==> config.mk <==
export PLATFORM = sky130hd
export DESIGN_NAME = ca_prng_stream
export DESIGN_NICKNAME = d
export VERILOG_FILES = /design/src/rtl/ca_prng_stream.sv
export SDC_FILE = /design/constraint.sdc
export NUM_CORES = 1
export LEC_CHECK = 0
export ABC_AREA = 1
export BUFFER_PORTS_ARGS = -buffer_cell sky130_fd_sc_hd__buf_4
export CORE_ASPECT_RATIO = 0.5
export CORE_MARGIN = 3
export CORE_UTILIZATION = 30
export CTS_CLUSTER_SIZE = 20
export DETAILED_ROUTE_END_ITERATION = 10
export HOLD_SLACK_MARGIN = 0.08
export SLEW_MARGIN = 20
export SYNTH_ARGS = -nofsm -noshare
export SYNTH_HDL_FRONTEND = slang
export SYNTH_SLANG_ARGS = --single-unit
==> constraint.sdc <==
create_clock -name clk -period 2.3 [get_ports clk]
set_input_delay 0.115 -clock clk [delete_from_list [all_inputs] [get_ports clk]]
set_output_delay 0.115 -clock clk [all_outputs]
set_load 0.005 [all_outputs]
==> src/rtl/ca_prng_stream.sv <==
// Elementary cellular-automaton random word source with reseed, warm-up, zero guard and valid/ready output.
// Optional CA_PRNG_HEALTH_EN adds a sticky health_fail flag for 4 equal consecutive delivered words.
module ca_prng_stream #(
  parameter int unsigned         WIDTH        = 32,
  parameter int unsigned         PARITY_WIDTH = 3,
  parameter int unsigned         CA_WIDTH     = WIDTH * PARITY_WIDTH,
  parameter logic [CA_WIDTH-1:0] SEED         = CA_WIDTH'(1) << (CA_WIDTH / 2),
  parameter int unsigned         WARMUP       = 16,
  parameter int unsigned         RULE_SHIFT   = 1
) (
  input  logic             clk,
  input  logic             rst_n,
  input  logic             ce,
  input  logic [1:0]       mode,
  input  logic [7:0]       rule_in,
  input  logic             seed_valid,
  input  logic [WIDTH-1:0] seed,
  output logic             out_valid,
  input  logic             out_ready,
  output logic [WIDTH-1:0] out_data,
`ifdef CA_PRNG_HEALTH_EN
  output logic             health_fail,
`endif
  output logic             busy
);

  localparam int unsigned STEP_W = 16;
  localparam int unsigned WARM_W = (WARMUP > 0) ? $clog2(WARMUP + 1) : 1;

  typedef enum logic {ST_WARMUP, ST_RUN} state_e;
  localparam state_e ST_INIT = (WARMUP == 0) ? ST_RUN : ST_WARMUP;

  state_e              state_q, state_d;
  logic [CA_WIDTH-1:0] s_q, s_d;
  logic [STEP_W-1:0]   step_q, step_d;
  logic [WARM_W-1:0]   warm_q, warm_d;
  logic                valid_q, valid_d;
  logic [WIDTH-1:0]    data_q, data_d;
  logic                busy_q, busy_d;

  logic [7:0]          rule;
  logic [CA_WIDTH-1:0] s_step;
  logic [CA_WIDTH-1:0] s_seed;

  // One wrap-around CA step; an all-zero result would lock up, so it falls back to SEED.
  function automatic logic [CA_WIDTH-1:0] ca_next(input logic [CA_WIDTH-1:0] s,
                                                  input logic [7:0]          r);
    logic [CA_WIDTH-1:0] lft;
    logic [CA_WIDTH-1:0] rgt;
    logic [CA_WIDTH-1:0] n;
    lft = {s[0], s[CA_WIDTH-1:1]};
    rgt = {s[CA_WIDTH-2:0], s[CA_WIDTH-1]};
    n   = '0;
    for (int unsigned i = 0; i < CA_WIDTH; i++) begin
      n[i] = r[{lft[i], s[i], rgt[i]}];
    end
    return (n == '0) ? SEED : n;
  endfunction

  function automatic logic [WIDTH-1:0] fold_word(input logic [CA_WIDTH-1:0] s);
    logic [WIDTH-1:0]        o;
    logic [PARITY_WIDTH-1:0] g;
    o = '0;
    for (int unsigned i = 0; i < WIDTH; i++) begin
      g    = s[i*PARITY_WIDTH +: PARITY_WIDTH];
      o[i] = i[0] ? ^g : ~^g;
    end
    return o;
  endfunction

  always_comb begin
    rule = 8'h96;
    unique case (mode)
      2'd0: rule = 8'h1E;
      2'd1: begin
        unique case (step_q[RULE_SHIFT+1:RULE_SHIFT])
          2'd0:    rule = 8'h1E;
          2'd1:    rule = 8'h3C;
          2'd2:    rule = 8'h5A;
          default: rule = 8'h96;
        endcase
      end
      2'd2:    rule = rule_in;
      default: rule = 8'h96;
    endcase
  end

  assign s_step = ca_next(s_q, rule);
  assign s_seed = ({PARITY_WIDTH{seed}} ^ SEED) == '0 ? SEED : ({PARITY_WIDTH{seed}} ^ SEED);

  // Reseed overrides everything, including a held word and ce.
  always_comb begin
    state_d = state_q;
    s_d     = s_q;
    step_d  = step_q;
    warm_d  = warm_q;
    valid_d = valid_q;
    data_d  = data_q;
    if (seed_valid) begin
      s_d     = s_seed;
      step_d  = '0;
      warm_d  = '0;
      valid_d = 1'b0;
      state_d = ST_INIT;
    end else begin
      unique case (state_q)
        ST_WARMUP: begin
          if (ce) begin
            s_d    = s_step;
            step_d = step_q + STEP_W'(1);
            warm_d = warm_q + WARM_W'(1);
            if (warm_q == WARM_W'(WARMUP - 1)) state_d = ST_RUN;
          end
        end
        default: begin
          if (ce && (!valid_q || out_ready)) begin
            s_d     = s_step;
            step_d  = step_q + STEP_W'(1);
            valid_d = 1'b1;
            data_d  = fold_word(s_step);
          end else if (valid_q && out_ready) begin
            valid_d = 1'b0;
          end
        end
      endcase
    end
    busy_d = (state_d == ST_WARMUP);
  end

  always_ff @(posedge clk or negedge rst_n) begin
    if (!rst_n) begin
      state_q <= ST_INIT;
      s_q     <= SEED;
      step_q  <= '0;
      warm_q  <= '0;
      valid_q <= 1'b0;
      data_q  <= '0;
      busy_q  <= (ST_INIT == ST_WARMUP);
    end else begin
      state_q <= state_d;
      s_q     <= s_d;
      step_q  <= step_d;
      warm_q  <= warm_d;
      valid_q <= valid_d;
      data_q  <= data_d;
      busy_q  <= busy_d;
    end
  end

  assign out_valid = valid_q;
  assign out_data  = data_q;
  assign busy      = busy_q;

`ifdef CA_PRNG_HEALTH_EN
  logic [WIDTH-1:0] last_q, last_d;
  logic [2:0]       rep_q, rep_d;
  logic             fail_q, fail_d;

  // rep_q counts the current run of equal delivered words (0 = nothing delivered yet).
  always_comb begin
    last_d = last_q;
    rep_d  = rep_q;
    fail_d = fail_q;
    if (seed_valid) begin
      rep_d  = 3'd0;
      fail_d = 1'b0;
    end else if (valid_q && out_ready) begin
      last_d = data_q;
      if ((rep_q != 3'd0) && (data_q == last_q)) begin
        if (rep_q != 3'd4) rep_d = rep_q + 3'd1;
      end else begin
        rep_d = 3'd1;
      end
      if (rep_d == 3'd4) fail_d = 1'b1;
    end
  end

  always_ff @(posedge clk or negedge rst_n) begin
    if (!rst_n) begin
      last_q <= '0;
      rep_q  <= 3'd0;
      fail_q <= 1'b0;
    end else begin
      last_q <= last_d;
      rep_q  <= rep_d;
      fail_q <= fail_d;
    end
  end

  assign health_fail = fail_q;
`endif

endmodule

# == Word level (Yosys, flattened, before mapping) ==
# Cells that the tools add are included.
# Widths: inputs -> output; s select.
# totals
ff_bits,152
input_bits,47
out_inout_bits,34
wordCells,378
# op_classes
n_addsub,2
n_lt_le_gt_ge,96
eq_ne,7
n_mux,215
bitwise_logic,3
reduce_logical,48
# op_table
op,n
$mux 96,6
$lt 3x4->1 const B,96
$bmux 1 s3,96
$logic_not 96->1,2
$mux 1,104
$mux 16,4
$pmux 8 s3,2
$reduce_xnor 3->1,16
$reduce_xor 3->1,16
$add 16x1->16 const B,1
$mux 5,3
$reduce_and 2->1,3
$reduce_bool 3->1,2
$add 5x1->5 const B,1
$eq 5x4->1 const B,1
$eq 2x1->1 const B,2
$eq 2x2->1 const B,2
$logic_not 2->1,2
$reduce_bool 2->1,2
$ne 3x2->1 const B,1
$not 1->1,3
$reduce_and 3->1,1
$logic_and 1x1->1,2
$ne 2x2->1 const B,1
other kinds (2),2

# == Longest topological paths before layout ==
# Gate-level depths: netlist of run 1.
# depth
ltp_word,10
depth_mapped,23
ltp_nobuf,21

# == Worst setup path after synthesis of run 1 ==
# OpenSTA, ideal clock, no wires.
# synth_path
kind,register to register
start,reg step_q[2]
end,"reg data_q[16], in the netlist out_data[16]"
setup_ns,0.117
t_arrival_ns,2.044
required_time_ns,2.183
setup_slack_ns,0.139
stages_incl_launch_ff,21
n_path_buf,2
period_less_slack_ns,2.161
path_cell_list,dfrtp_1 -> inv_1 -> nor2_1 -> nand2_1 -> buf_2 -> buf_1 -> nand3_1 -> nand3_1 -> nand3_1 -> nand2_1 -> nand2_1 -> nor2_1 -> nand2_1 -> nor2_1 -> nand2_1 -> nor2_1 -> nand2_1 -> nand3_1 -> nand3_1 -> nand3_1 -> nand2_1
# synth_between
elab_chain_cells,8
word_cells_on_any_way,200
cone_classes,2 x eq/ne; 195 x mux; 3 x reduce/logical
# synth_lines
element,line_no,source
from (decl),35,"logic [STEP_W-1:0] step_q, step_d;"
from (signal assigned),142,step_q <= step_d;
"$eq 2x2->1, or another cell as far along",76,unique case (step_q[RULE_SHIFT+1:RULE_SHIFT])
$pmux 8 s3 *,76,
$pmux 8 s3 *,73,unique case (mode)
$bmux 1 s3,55,"n[i] = r[{lft[i], s[i], rgt[i]}];"
$mux 1 (implied by the code),55,
$logic_not 96->1,57,return (n == '0) ? SEED : n;
$mux 96 *,57,
$reduce_xnor 3->1 *,66,o[i] = i[0] ? ^g : ~^g;
to (signal assigned),145,data_q <= data_d;
to (decl),38,"logic [WIDTH-1:0] data_q, data_d;"
# Every way passes the cells marked *; elsewhere a longest branch is shown, timed or not. The select of a mux whose other input is x is not followed.
# A chain may end at the register's enable or synchronous reset.

# == Final worst setup path of run 1 ==
# layout_path
start,reg step_q[1]
end,"reg data_q[16], in the netlist out_data[16]"
# Same word-level chain as after synthesis.

==> results.yml, run 1 <==
floorplan:
  io_pins: 81
  core_mm2: 0.0443
  chipHeight_um: 157
  die_w_um: 308
  dieArea_mm2: 0.0484
  rows: 54
  initial_utilization_pct: 30.9
flow_run:
  cap_viol_max_count: 0
clocking:
  cts_tree: "done"
  clock_tree.root_cell: "clkbuf_16"
  htree_levels: 4
  cts_buffers: 17
  clock-sinks: 139
  cts.path.max_buffers: 2
  clk_pin_slew_worst_paths_ns: 0.06
  clk_latency_ns: 0.45
synthesis:
  synth_edf_count: 0
  syn_avg_cell_area_um2: 5.86
  seq_area_frac_synth_pct: 25.4
  synthDistinctLibCells: 28
  synth_warnings: 0
  syn_nets: 2387
  postSynthCellCount: 2337
  postSynth.asyncResetShare_pct: 100
  synth_ff_type: "dfrtp_1"
  syn_area_mm2: 0.0137
  ys_ff_latch: 139
cells_and_area:
  final_common_cell: "nand2_1"
  stdcell_count: 3245
  final_core_util_pct: 42.5
  fin_nets: 2693
  mostFrequentLayoutCells: "nand2_1, nand3_1, buf_4, a21oi_1, dfrtp_1"
  areaGrowthSynthToFinish_pct: 37.4
  drive_above_1_share_pct: 22.5
timing:
  setup_viol: 4
  grt_setup_unrepaired: "yes"
  max_freq_ghz: 0.380
  hold_viol: 0
  finalMaxSlewViolations: 0
  fin_skew_ns: 0.00915
  layout_setup_ws_ns: -0.329
  whs_ns: 0.0936
  worst_slew_pin_slew_ns: 0.684
  fin_crit_sh_pct: 114
  slew-limit-headroom_pct: 54.4
  min_period_ns: 2.63
global_route:
  grt-ovfl-total: 0
  antenna_found_initial: 1
  grt_first_pass_wirelength_um: 88900
  grt_usage_pct: 23.1
  grt_max_degree: 58
  grt_pass1_vias: 15926
place:
  gp_congestion: 0.941
  dpl.hpwl_um: 39300
  port_buffers: 80
  dp_slack_ns: -0.427
  dp.cells: 3189
outcome:
  outcome: "complete, but fails checks"
  violations: "negative setup slack"
setup_path:
  crit_top_cell: "nand2_1"
  worstSetupStartpoint: "step_q[1]"
  worst_path_max_delay_cell: "dfrtp_1"
  crit_cells: 20
  r2r.worst_path.cells: 20
  r2r-end: "out_data[16]"
  critPathTopFamily: "simple AND/OR/NAND/NOR gates"
  cp.buffers_inverters: 3
  crit_end: "out_data[16]"
  worstPathMaxFanout: 12
  r2r_slack_ns: -0.33
  required_ns: 2.65
  start_kind: "flop"
  crit_chain: "nor2_2 > nand2_2 > nand2_4 > buf_12 > buf_4 > nand2_1 > o211ai_1 > nand3_1 > nand2_1 > nand2_1 > inv_1 > nand2_1 > nor2_1 > nand2_1 > nor2_2 > nand2_1 > nand3_1 > nand3_1 > nand3_1 > nand2_1"
  crit_arrival_ns: 2.97
  r2r-start: "step_q[1]"
  end_kind: "flop"
  crit_type: "reg -> reg"
  slowest_delay_ns: 0.43
power:
  power_density_mw_per_mm2: 841
  leakagePower_nw: 9.38
  ir_worst_vdd_mv: 0.614
drt:
  wire_per_inst_um: 17.6
  drc: 0
  drt_wl_total_um: 57200
  via_per_inst: 5.47
  vias: 17744
  postRouteAntennaNets: 0
  drt_first_iter_violations: 2220
  dr.pass1.iters: 6
worst_hold_path:
  min_path_type: "in -> reg"
[worst min-delay path, stage by stage]
cell	delay (ns)
buf_4	0.07
a21oi_1	0.05
buf_4	0.16
nand2_1	0.06
o21ai_0	0.07
[logic make-up after synthesis]
logic type / synth area share (%)
XOR/XNOR: 3.07
adder cells (fa/ha/maj): 0.274
AO/OA/AOI/OAI: 16.7
AND/OR/NAND/NOR: 44.0
buffers and inverters: 10.6
flip-flops: 25.4
[where the power goes]
part | switching, mW | internal [mW] | leakage (nW)
sequential | 0.579 | 2.92 | 1.68
combinational | 5.08 | 4.27 | 7.42
clock | 1.23 | 1.75 | 0.292
[area by class of cell]
class                      count  area (µm²)
clock inverter                12         146
timing repair buffer         483        4260
sequential                   139        3480
multi-input combinational   1844        9140
fill                        4589       25500
tap                          588         736
antenna                        1        2.50
inverter                     158         606
clock buffer                  20         457
[registers in the layout, summed over array words and instances, names as in the netlist]
name	cells
out_valid	1
out_data	32
s_q	96
step_q	3
busy	1
warm_q	5
state_q	1
[what timing repair did]
action,in CTS,in global routing
pin swaps,12,25
cloned,3,2
setup endpoints to repair,16,28
hold buffers,5,0
buffers inserted,7,6
gates resized for setup,32,75
endpoints found under the hold margin,58,0
[cells in the mapped netlist (4+ instances only)]
master / n / area (µm²)
clkbuf_1: 122 / 458
inv_1: 125 / 469
nand3_1: 618 / 3090
xnor2_1: 17 / 149
a22oi_1: 95 / 713
o21ai_0: 128 / 641
inv_2: 4 / 15.0
buf_6: 5 / 56.3
a21oi_1: 158 / 791
xor2_1: 31 / 272
o211ai_1: 13 / 97.6
buf_4: 7 / 52.6
nand2_2: 4 / 25.0
buf_1: 19 / 71.3
dfrtp_1: 137 / 3430
nand4_1: 9 / 56.3
o21ai_1: 6 / 30.0
clkinv_1: 29 / 109
buf_2: 43 / 215
nand2_1: 693 / 2600
nor2_1: 63 / 236
[routing by layer]
| layer | vias to the layer above | global-route usage (%) | routed length (µm) | part of all wire (%) |
|---|---|---|---|---|
| li1 | 8521 | - | - | - |
| met1 | 8217 | 31.4 | 24900 | 43 |
| met2 | 874 | 36.6 | 25300 | 44 |
| met3 | 132 | 3.38 | 4700 | 8.2 |
| met4 | 0 | 10.1 | 2400 | 4.2 |
| met5 | - | 0.194 | 0 | 0 |
[stage by stage]
step / TNS [ns] / power [mW] / instance area (µm²)
floorplan: 0 / 8.55 / 13700
finish: -0.587 / 15.8 / 18800
detailed placement: -2.32 / 12.3 / 17500
CTS: -0.505 / 15.4 / 18500
global placement: -2.15 / 12.2 / 17500
global route: -1.63 / 17.1 / 18800
[worst min-delay path by stage]
stage               startpoint          end  slack (ns)  cells after the start
finish                seed[16]      s_q[48]        0.09                      5
global route           seed[0]       s_q[0]         0.1                      3
CTS                   seed[16]      s_q[48]        0.08                      5
detailed placement       rst_n    warm_q[1]        0.15                      1
global placement         rst_n    warm_q[1]        0.15                      1
floorplan                rst_n  out_data[0]       -0.18                      0
No activity file was read; power rests on OpenSTA's default activity.
==> inputs of run 2 (changes only) <==
Settings changed: ABC_AREA 1 to unset.
==> results.yml, run 2 <==
outcome:
  outcome: "complete, but fails checks"
  violations: "negative setup slack"
worst_hold_path:
  min_path_type: "in -> reg"
drt:
  wire_per_inst_um: 24.4
  via_per_inst: 5.96
  drt_wl_total_um: 61000
  drc: 0
  vias: 14891
  dr.pass1.iters: 6
  drt_first_iter_violations: 1905
  postRouteAntennaNets: 0
synthesis:
  yosys.area.top_type: "dfrtp_1"
  syn_nets: 1520
  synth_top_area_share_pct: 25.9
  synth_common_cells: "clkbuf_1, o21ai_0, dfrtp_1"
  synth_ff_type: "dfrtp_1"
  seq_area_frac_synth_pct: 26.3
  synth.most_common_cell: "clkbuf_1"
  postSynthCellCount: 1470
  syn_avg_cell_area_um2: 9.02
  synthDistinctLibCells: 82
  synth_area_leaders: "dfrtp_1, mux4_2, o21ai_0"
  synth_edf_count: 0
  postSynth.asyncResetShare_pct: 100
  ys_ff_latch: 139
  synth_warnings: 0
  syn_area_mm2: 0.0133
global_route:
  grt_pass1_vias: 14290
  grt_first_pass_wirelength_um: 90100
  grt_usage_pct: 25.5
  grt_max_degree: 113
  grt-ovfl-total: 0
  antenna_found_initial: 3
cells_and_area:
  nFillCells: 3645
  largest_register_ff_count: 96
  stdcell_area_mm2: 0.0214
  final_common_cell: "buf_4"
  multi_input_area_mm2: 0.0107
  mostFrequentLayoutCells: "buf_4, dfrtp_1, mux4_2, buf_6, nand2_1"
  drive_above_1_share_pct: 53.8
  fin_nets: 1958
  areaGrowthSynthToFinish_pct: 61.6
  final_core_util_pct: 50.1
  ff_latch_area_mm2: 0.00348
  top_register: "s_q"
power:
  power_density_mw_per_mm2: 711
  leakagePower_nw: 8.84
  ir_worst_vdd_mv: 0.670
  p_total_mw: 15.2
clocking:
  clk_latency_ns: 0.46
  clock-sinks: 139
  clk_pin_slew_worst_paths_ns: 0.07
  htree_levels: 4
  cts_buffers: 17
  cts_tree: "done"
  clock_tree.root_cell: "clkbuf_16"
  cts.path.max_buffers: 2
floorplan:
  chipHeight_um: 155
  initial_utilization_pct: 31.0
  rows: 53
  io_pins: 81
  die_w_um: 303
  dieArea_mm2: 0.0469
  core_mm2: 0.0428
timing:
  whs_ns: 0.122
  worst_slew_pin_slew_ns: 0.680
  fin_crit_sh_pct: 151
  max_freq_ghz: 0.287
  hold_viol: 0
  fin_skew_ns: 0.0138
  layout_setup_ws_ns: -1.18
  grt_setup_unrepaired: "yes"
  slew-limit-headroom_pct: 54.7
  min_period_ns: 3.48
  setup_viol: 119
  finalMaxSlewViolations: 0
place:
  port_buffers: 80
  placed_area_mm2: 0.0173
  dp_slack_ns: -1.42
  dpl.hpwl_um: 40800
  gp_congestion: 0.933
setup_path:
  crit_type: "reg -> reg"
  crit_arrival_ns: 3.87
  start_kind: "flop"
  worstPathMaxFanout: 9
  required_ns: 2.69
  end_kind: "flop"
flow_run:
  cap_viol_max_count: 0
==> run 2: cell count changes in the layout (fill, tap and decap cells not counted), moves of 29 or more <==
cell,delta
dlygate4sd3_1,+29
mux4_2,+132
inv_1,-89
a22oi_1,-91
nand2_1,-551
o21ai_0,-76
a21oi_1,-79
nor2_1,+45
mux2i_1,+29
nand3_1,-590
buf_6,+113
o21ai_1,+80
==> run 2: worst paths after layout <==
| kind | startpoint | end | slack (ns) | cells after the start |
|---|---|---|---|---|
| worst max-delay path | step_q[1] | s_q[48] | -1.18 | 14 |
| worst min-delay path | seed_valid | out_data[8] | 0.12 | 3 |
| worst max register to register | step_q[1] | s_q[48] | -1.18 | 14 |
| worst min register to register | out_data[15] | out_data[15] | 0.48 | 2 |
| max in group asynchronous | rst_n | s_q[19] | 1.42 | 3 |
| min in group asynchronous | rst_n | warm_q[2] | 0.20 | 2 |
==> run 2: through the flow <==
step	setup TNS (ns)	instances
after floorplan	-1.49	1470
after global placement	-28.94	2327
after detailed placement	-34.38	2327
after CTS	-26.10	2457
after global routing	-42.71	2497
final	-34.08	2498
==> run 2: cells by family after synthesis <==
kind of cell,count (synthesis),synth area share [%]
buf+inv,240,7.12
flops,139,26.3
compound gates,429,19.7
mux,206,28.1
xor+xnor,67,4.43
simple gates,386,14.1
fa+ha+maj,3,0.283
==> run 2: timing repair <==
action	in CTS	in global routing
setup endpoints to repair	117	126
gates resized for setup	325	293
hold buffers	34	0
cloned	5	2
setup buffers	70	73
pin swaps	73	95
endpoints found under the hold margin	165	0
==> run 2: where the power goes <==
part           switching, mW  internal [mW]  leakage, nW
clock                   1.17           1.78        0.285
combinational           4.31           4.88         6.82
sequential             0.438           2.68         1.73
total                   5.92           9.33         8.84
==> run 2: layout make-up <==
| class | instances | area share [%] |
|---|---|---|
| timing repair buffer | 627 | 26.9 |
| antenna | 2 | 0.0234 |
| sequential | 139 | 16.3 |
| tap | 577 | 3.37 |
| multi-input combinational | 1091 | 50.1 |
| inverter | 32 | 0.560 |
| clock buffer | 23 | 2.23 |
| clock inverter | 7 | 0.537 |
==> run 2: layer usage <==
layer	part of all wire, %	up-vias	track usage [%]
li1	-	6390	-
met4	3.4	6	9.22
met3	12	155	8.78
met5	0.27	-	2.07
met1	40	7355	34.5
met2	44	985	37.4
==> run 2: worst max-delay path, cell delays in order (launching register included) <==
cell	delay (ns)
dfrtp_2	0.45
buf_6	0.12
a21o_1	0.17
o21ai_4	0.09
buf_6	0.14
buf_12	0.15
buf_4	0.17
mux4_2	0.46
mux2i_2	0.22
nand2_1	0.09
nand4b_1	0.33
nor4_1	0.31
nand4_1	0.25
a311o_1	0.39
o21ai_2	0.06
